### src/rtl/aud_i2s_tx.sv
// aud_i2s_tx
//   I2S transmitter for the WM8731 DAC path. The codec is the clock master
//   and drives BCLK and DACLRCK. One sample is captured on each DACLRCK
//   falling edge and shifted out MSB-first, after the one-bit I2S delay.
//   All flops update on the falling edge of BCLK, so the codec samples each
//   bit on the following rising edge.
//
//   Build option: define AUD_I2S_TX_STEREO_EN to add i_dac_data_r. The right
//   slot then carries its own sample. Without it, the right slot repeats the
//   left sample.
//
// Ports
//   i_clk          codec BCLK (negedge active)
//   i_rst_n        async active-low reset
//   i_en           transmit enable; low forces IDLE, silence, clears slip
//   i_daclrck      codec DACLRCK (0 = left slot, 1 = right slot)
//   i_dac_data     signed sample for the left slot (and the right slot in mono)
//   i_dac_data_r   right-slot sample (stereo builds only)
//   i_valid        sample qualifier, sampled only at capture
//   o_aud_dacdat   serial data to the codec
//   o_frame        one-BCLK pulse on each left-slot capture
//   o_busy         state is not IDLE or SYNC
//   o_slip         sticky: an LRCK edge arrived while a word was still going out
module aud_i2s_tx #(
  parameter int WIDTH = 16
) (
  input  logic             i_clk,
  input  logic             i_rst_n,
  input  logic             i_en,
  input  logic             i_daclrck,
  input  logic [WIDTH-1:0] i_dac_data,
`ifdef AUD_I2S_TX_STEREO_EN
  input  logic [WIDTH-1:0] i_dac_data_r,
`endif
  input  logic             i_valid,
  output logic             o_aud_dacdat,
  output logic             o_frame,
  output logic             o_busy,
  output logic             o_slip
);

  typedef enum logic [2:0] {IDLE, SYNC, LSEND, LPAD, RSEND, RPAD} state_t;

  state_t           state_q, state_d;
  logic [4:0]       cnt_q, cnt_d;
  logic [WIDTH-1:0] sh_q, sh_d;
  logic [WIDTH-1:0] rh_q, rh_d;
  logic             dat_q, dat_d;
  logic             frame_q, frame_d;
  logic             slip_q, slip_d;
  logic             lrck_q;

  logic             fall, rise;
  logic             do_cap, do_rload;
  logic [WIDTH-1:0] cap_l, cap_r;

  assign fall = lrck_q & ~i_daclrck;
  assign rise = ~lrck_q & i_daclrck;

  // Invalid samples become silence for both slots of the frame.
  assign cap_l = i_valid ? i_dac_data : '0;
`ifdef AUD_I2S_TX_STEREO_EN
  assign cap_r = i_valid ? i_dac_data_r : '0;
`else
  assign cap_r = cap_l;
`endif

  always_ff @(negedge i_clk or negedge i_rst_n) begin
    if (!i_rst_n) begin
      state_q <= IDLE;
      cnt_q   <= '0;
      sh_q    <= '0;
      rh_q    <= '0;
      dat_q   <= 1'b0;
      frame_q <= 1'b0;
      slip_q  <= 1'b0;
      lrck_q  <= 1'b0;
    end else begin
      state_q <= state_d;
      cnt_q   <= cnt_d;
      sh_q    <= sh_d;
      rh_q    <= rh_d;
      dat_q   <= dat_d;
      frame_q <= frame_d;
      slip_q  <= slip_d;
      lrck_q  <= i_daclrck;
    end
  end

  always_comb begin
    state_d  = state_q;
    cnt_d    = cnt_q;
    sh_d     = sh_q;
    rh_d     = rh_q;
    dat_d    = dat_q;
    frame_d  = 1'b0;
    slip_d   = slip_q;
    do_cap   = 1'b0;
    do_rload = 1'b0;

    if (!i_en) begin
      state_d = IDLE;
      dat_d   = 1'b0;
      slip_d  = 1'b0;
      cnt_d   = '0;
    end else begin
      unique case (state_q)
        IDLE: begin
          dat_d   = 1'b0;
          state_d = SYNC;
        end
        // Only a falling LRCK edge starts a frame, so enabling while
        // LRCK is high never begins in the right slot.
        SYNC: begin
          dat_d = 1'b0;
          if (fall) do_cap = 1'b1;
        end
        LSEND, RSEND: begin
          if (fall || rise) begin
            // The word is abandoned. The edge is handled as if the
            // word had already finished.
            slip_d = 1'b1;
            if (fall) do_cap   = 1'b1;
            else      do_rload = 1'b1;
          end else begin
            dat_d = sh_q[WIDTH-1];
            sh_d  = sh_q << 1;
            cnt_d = cnt_q + 5'd1;
            if (cnt_q == 5'(WIDTH-1))
              state_d = (state_q == LSEND) ? LPAD : RPAD;
          end
        end
        LPAD: begin
          dat_d = 1'b0;
          if (rise) do_rload = 1'b1;
        end
        RPAD: begin
          dat_d = 1'b0;
          if (fall) do_cap = 1'b1;
        end
        default: state_d = IDLE;
      endcase

      // Each branch drives 0 first. This is the I2S one-bit delay slot
      // before the MSB.
      if (do_cap) begin
        sh_d    = cap_l;
        rh_d    = cap_r;
        cnt_d   = '0;
        state_d = LSEND;
        frame_d = 1'b1;
        dat_d   = 1'b0;
      end
      if (do_rload) begin
        sh_d    = rh_q;
        cnt_d   = '0;
        state_d = RSEND;
        dat_d   = 1'b0;
      end
    end
  end

  assign o_aud_dacdat = dat_q;
  assign o_frame      = frame_q;
  assign o_slip       = slip_q;
  assign o_busy       = (state_q != IDLE) && (state_q != SYNC);

endmodule

### config.mk
export PLATFORM = sky130hd
export DESIGN_NAME = aud_i2s_tx
export DESIGN_NICKNAME = d
export VERILOG_FILES = /design/src/rtl/aud_i2s_tx.sv
export SDC_FILE = /design/constraint.sdc
export NUM_CORES = 1
export LEC_CHECK = 0
export BUFFER_PORTS_ARGS = -buffer_cell sky130_fd_sc_hd__buf_2
export CORE_ASPECT_RATIO = 0.9
export CORE_MARGIN = 2
export CORE_UTILIZATION = 59
export CTS_CLUSTER_DIAMETER = 50
export DETAILED_ROUTE_END_ITERATION = 8
export HOLD_SLACK_MARGIN = 0.02
export PLACE_DENSITY = 0.91
export SETUP_SLACK_MARGIN = 0.1
export SLEW_MARGIN = 20
export SYNTH_ARGS = -nofsm -noshare
export SYNTH_HDL_FRONTEND = slang
export SYNTH_SLANG_ARGS = --single-unit
### constraint.sdc
create_clock -name i_clk -period 2.5 [get_ports i_clk]
set_input_delay 0.5 -clock i_clk [delete_from_list [all_inputs] [get_ports i_clk]]
set_output_delay 0.5 -clock i_clk [all_outputs]
set_load 0.01 [all_outputs]
After elaboration in Yosys (flattened, before gate mapping). Index checks and enable logic that the tools add are counted.

Memories kept: 0. Latch bits: 0. Bits in writable memories: 0. Bits in read-only memories: 0. Output and inout port bits: 4. Logic and storage cells: 80. Input port bits: 21. Register bits: 44.

Order comparisons: 0. Reduce and logical (&&, ||, !) cells: 15. Shifts and indexed selects: 0. Div/mod/pow operators: 0. Multiplexer cells: 36. Multiply operators: 0. $add $sub $neg: 1. Bitwise gates (word level): 4. Eq/ne operators: 16.

Operator list (count): $mux 16 (5); $mux 5 (5); $mux 3 (6); $mux 1 (16); $ne 5x5->1 const B (2); $pmux 3 s3 (1); $ne 4x2->1 const B (2); $reduce_and 2->1 (4); $eq 3x2->1 const B (2); $eq 3x3->1 const B (2); $ne 3x1->1 const B (2); $pmux 1 s2 (3); $reduce_and 3->1 (2); $reduce_bool 3->1 (2); $add 5x1->5 const B (1); $eq 5x4->1 const B (1); $ne 5x2->1 const B (1); $ne 2x1->1 const B (2); $ne 4x1->1 const B (1); $reduce_or 2->1 (2); $reduce_or 4->1 (1); $eq 3x1->1 const B (1); $logic_not 3->1 (1); $reduce_or 3->1 (1); 4 further kinds (6).

Depth between registers and ports, before layout.
Depth after elaboration: 9. Gate-level depth with buffers: 8. Mapped depth without buffers: 6.

==> flow_metrics.py <==
metrics = {
    "outcome": {
        "status": "finished, violations left",
        "violations": "negative setup slack",
    },
    "finish": {
        "fill_cells": 153,
        "drive_gt1_frac": 0.476,
        "finalNetCount": 337,
        "multiInputGateArea_sq_um": 1610,
        "antenna_cells": 0,
        "areaGrowthSynthToFinish_pct": 38.6,
        "final_core_util": 0.862,
        "regArea_sq_um": 1100,
    },
    "cts": {
        "cts_hold_buf": 0,
        "clk_pin_slew_ns": 0.06,
        "clock-sinks": 44,
        "cts-root-buf": "clkbuf_8",
        "clk_latency_ns": 0.31,
        "numCtsBuffers": 5,
        "cts_max_level": 2,
        "cts_tree": "done",
        "clock_path_buffers": 2,
    },
    "worst_setup_path": {
        "critical_path.top_delay_family": "compound AO/OA/AOI/OAI gates",
        "path_buf_inv": 4,
        "cp-start-kind": "primary input",
        "crit_path_frequent_cell": "buf_12",
        "critPathKind": "in -> reg",
        "worst_path_largest_cell_delay_ns": 0.43,
        "crit_slowest_cell": "o31ai_1",
        "crit_fanout": 31,
        "r2r-start": "state_q[2]",
        "rr_worst_depth": 8,
        "worstPathCellList": "buf_12 -> inv_8 -> ha_4 -> inv_4 -> buf_12 -> o31ai_1 -> a31oi_1 -> mux2_4",
        "required_ns": 1.40,
        "end_kind": "flip-flop",
        "arrival_ns": 1.94,
        "path_depth": 8,
        "reg2reg_to": "sh_q[2]",
        "ff2ff_setup_slack_ns": -0.08,
    },
    "routing": {
        "dr.first_iter.drc_count": 461,
        "ant_nets": 0,
        "viasPerCell": 7.35,
        "drc": 0,
        "vias": 2742,
        "drt_pre_antenna_iters": 7,
        "wl_per_cell_microns": 27.6,
        "drt-total-wl_microns": 10300,
    },
    "sta": {
        "setup_viol": 46,
        "relSlewSlack": 0.593,
        "postLayoutSetupSlackWorst_ns": -0.536,
        "hold_ws_ns": 0.470,
        "skew_ns": 0.00492,
        "tightest_slew_ns": 0.611,
        "hold_violations": 0,
        "grt_setup_unrepaired": "true",
        "drv_slew": 0,
    },
    "place": {
        "dp.final_hpwl_microns": 3990,
        "pre_cts_ws_ns": -0.856,
        "numPortBuffers": 24,
        "routabilityCongestion": 0.841,
    },
    "floorplanning": {
        "die_height_microns": 66.8,
        "ios": 25,
        "chipWidth_microns": 73.8,
        "core_area_sq_um": 4160,
        "start_util": 0.622,
        "die_area_sq_um": 4930,
        "rows": 22,
    },
    "synthesis": {
        "syn_avg_cell_area_sq_um": 10.0,
        "ys_warn_count": 0,
        "syn_area_sq_um": 2590,
        "syn_nets": 283,
        "synth_top_area_frac": 0.426,
        "synth_top_cells_by_area": "dfrtn_1 (43%), mux2_4 (7.0%), nand2_1 (4.8%)",
        "synth-seq-cells": 44,
        "syn_inst": 258,
        "synth.distinct_cells": 49,
        "yosysTopAreaCell": "dfrtn_1",
        "yosysSeqAreaShare": 0.426,
    },
    "worst_hold_path": {
        "hold_end": "sh_q[6]",
        "hold_depth": 1,
        "hold_path.class": "reg -> reg",
        "hold_start": "sh_q[6]",
    },
    "pwr": {
        "power.density_nw_per_um2": 760,
        "vdd_drop_max_v": 0.000543,
        "leakage_nw": 1.58,
        "power.total_mw": 2.72,
    },
    "flow_run": {
        "cap_violations": 0,
    },
    "grt": {
        "grt_start_max_net_pins": 45,
        "grt_usage": 0.377,
        "grt-ovfl-total": 0,
        "grt_pass1_wl_microns": 13600,
        "grt_pass1_vias": 2556,
        "antenna_found_initial": 0,
    },
}
[area by class of cell]
cell class / instances / area share
sequential: 44 / 0.307
multi-input combinational: 181 / 0.450
timing repair buffer: 72 / 0.181
inverter: 8 / 0.0112
tap: 60 / 0.0209
clock inverter: 2 / 0.00977
clock buffer: 6 / 0.0202
[stage by stage]
step,cells,cell area [sq um],setup TNS (ns)
final,373,3580,-17.90
after global routing,373,3580,-18.39
after CTS,365,3340,-15.09
after detailed placement,349,2980,-32.83
after global placement,349,2980,-31.34
after floorplan,258,2670,-22.46
[synthesized netlist by cell type, drive strengths merged]
library cell / count
nor2: 5
nor3: 2
o31a: 1
xnor2: 1
a21oi: 4
clkbuf: 11
o21a: 1
dfrtn: 44
buf: 13
clkinv: 1
mux2i: 1
or4: 15
ha: 4
a211oi: 15
o32ai: 1
nand2b: 3
nor3b: 2
nor4b: 1
and2b: 1
a2111oi: 1
nand3b: 2
a31oi: 16
o31ai: 16
nand4: 1
maj3: 1
or2: 1
or4b: 1
bufbuf: 1
xor2: 1
nor4: 1
a21boi: 1
nor2b: 1
a21o: 1
inv: 7
a22o: 2
o2bb2ai: 2
and3: 1
or3b: 1
mux2: 19
o21ai: 18
nand2: 33
nand3: 3
a211o: 1
[worst max-delay path by stage]
stage / from / endpoint / slack [ns]
detailed placement: i_daclrck / rh_q[1] / -0.86
global route: i_daclrck / sh_q[9] / -0.56
finish: i_daclrck / sh_q[9] / -0.54
floorplan: i_daclrck / sh_q[0] / -0.73
global placement: i_daclrck / sh_q[11] / -0.80
CTS: i_daclrck / sh_q[15] / -0.45
[routing by layer]
metal	GRT usage	up-vias	share of wire
met5	0	-	0
met4	0.182	0	0.077
met3	0.0908	91	0.12
met2	0.613	289	0.45
met1	0.471	1290	0.36
li1	-	1072	-
[cells by family after synthesis]
| kind of cell | Yosys count | share of synthesized area |
|---|---|---|
| xor+xnor | 2 | 0.00677 |
| flops | 44 | 0.426 |
| fa+ha+maj | 5 | 0.0232 |
| simple gates | 74 | 0.160 |
| mux | 20 | 0.104 |
| buf+inv | 33 | 0.0706 |
| compound gates | 80 | 0.210 |
[sequential cells by signal (all words and copies together) (netlist names)]
name / cells
cnt_q: 5
rh_q: 16
state_q: 3
lrck_q: 1
sh_q: 16
o_slip: 1
o_aud_dacdat: 1
o_frame: 1
[cell usage in the layout (no fill, tap or decap), types with 3 or more instances in the layout]
cell and count:
nand2_2 5, buf_6 5, o21ai_1 6, a21oi_1 3
nand3_1 3, buf_12 5, mux2_4 19, a31oi_1 16
nor2_1 4, buf_4 36, or4_1 15, buf_2 22
nand2_1 17, a211oi_2 3, clkbuf_8 5, o21ai_2 11
a211oi_1 12, nand2_4 10, o31ai_1 14, inv_1 4
dfrtn_1 44
[where the power goes]
part / internal, mW / leakage [nW] / switching (mW)
registers: 0.916 / 0.587 / 0.197
clock network: 0.297 / 0.0552 / 0.260
logic: 0.524 / 0.935 / 0.529
total: 1.74 / 1.58 / 0.986
[what timing repair did]
item | in CTS | in global routing
gates cloned | 3 | 1
endpoints found under the setup margin | 47 | 47
pin swaps | 20 | 6
gates resized for setup | 41 | 38
setup buffers | 5 | 7
No activity file was read; power rests on OpenSTA's default activity.
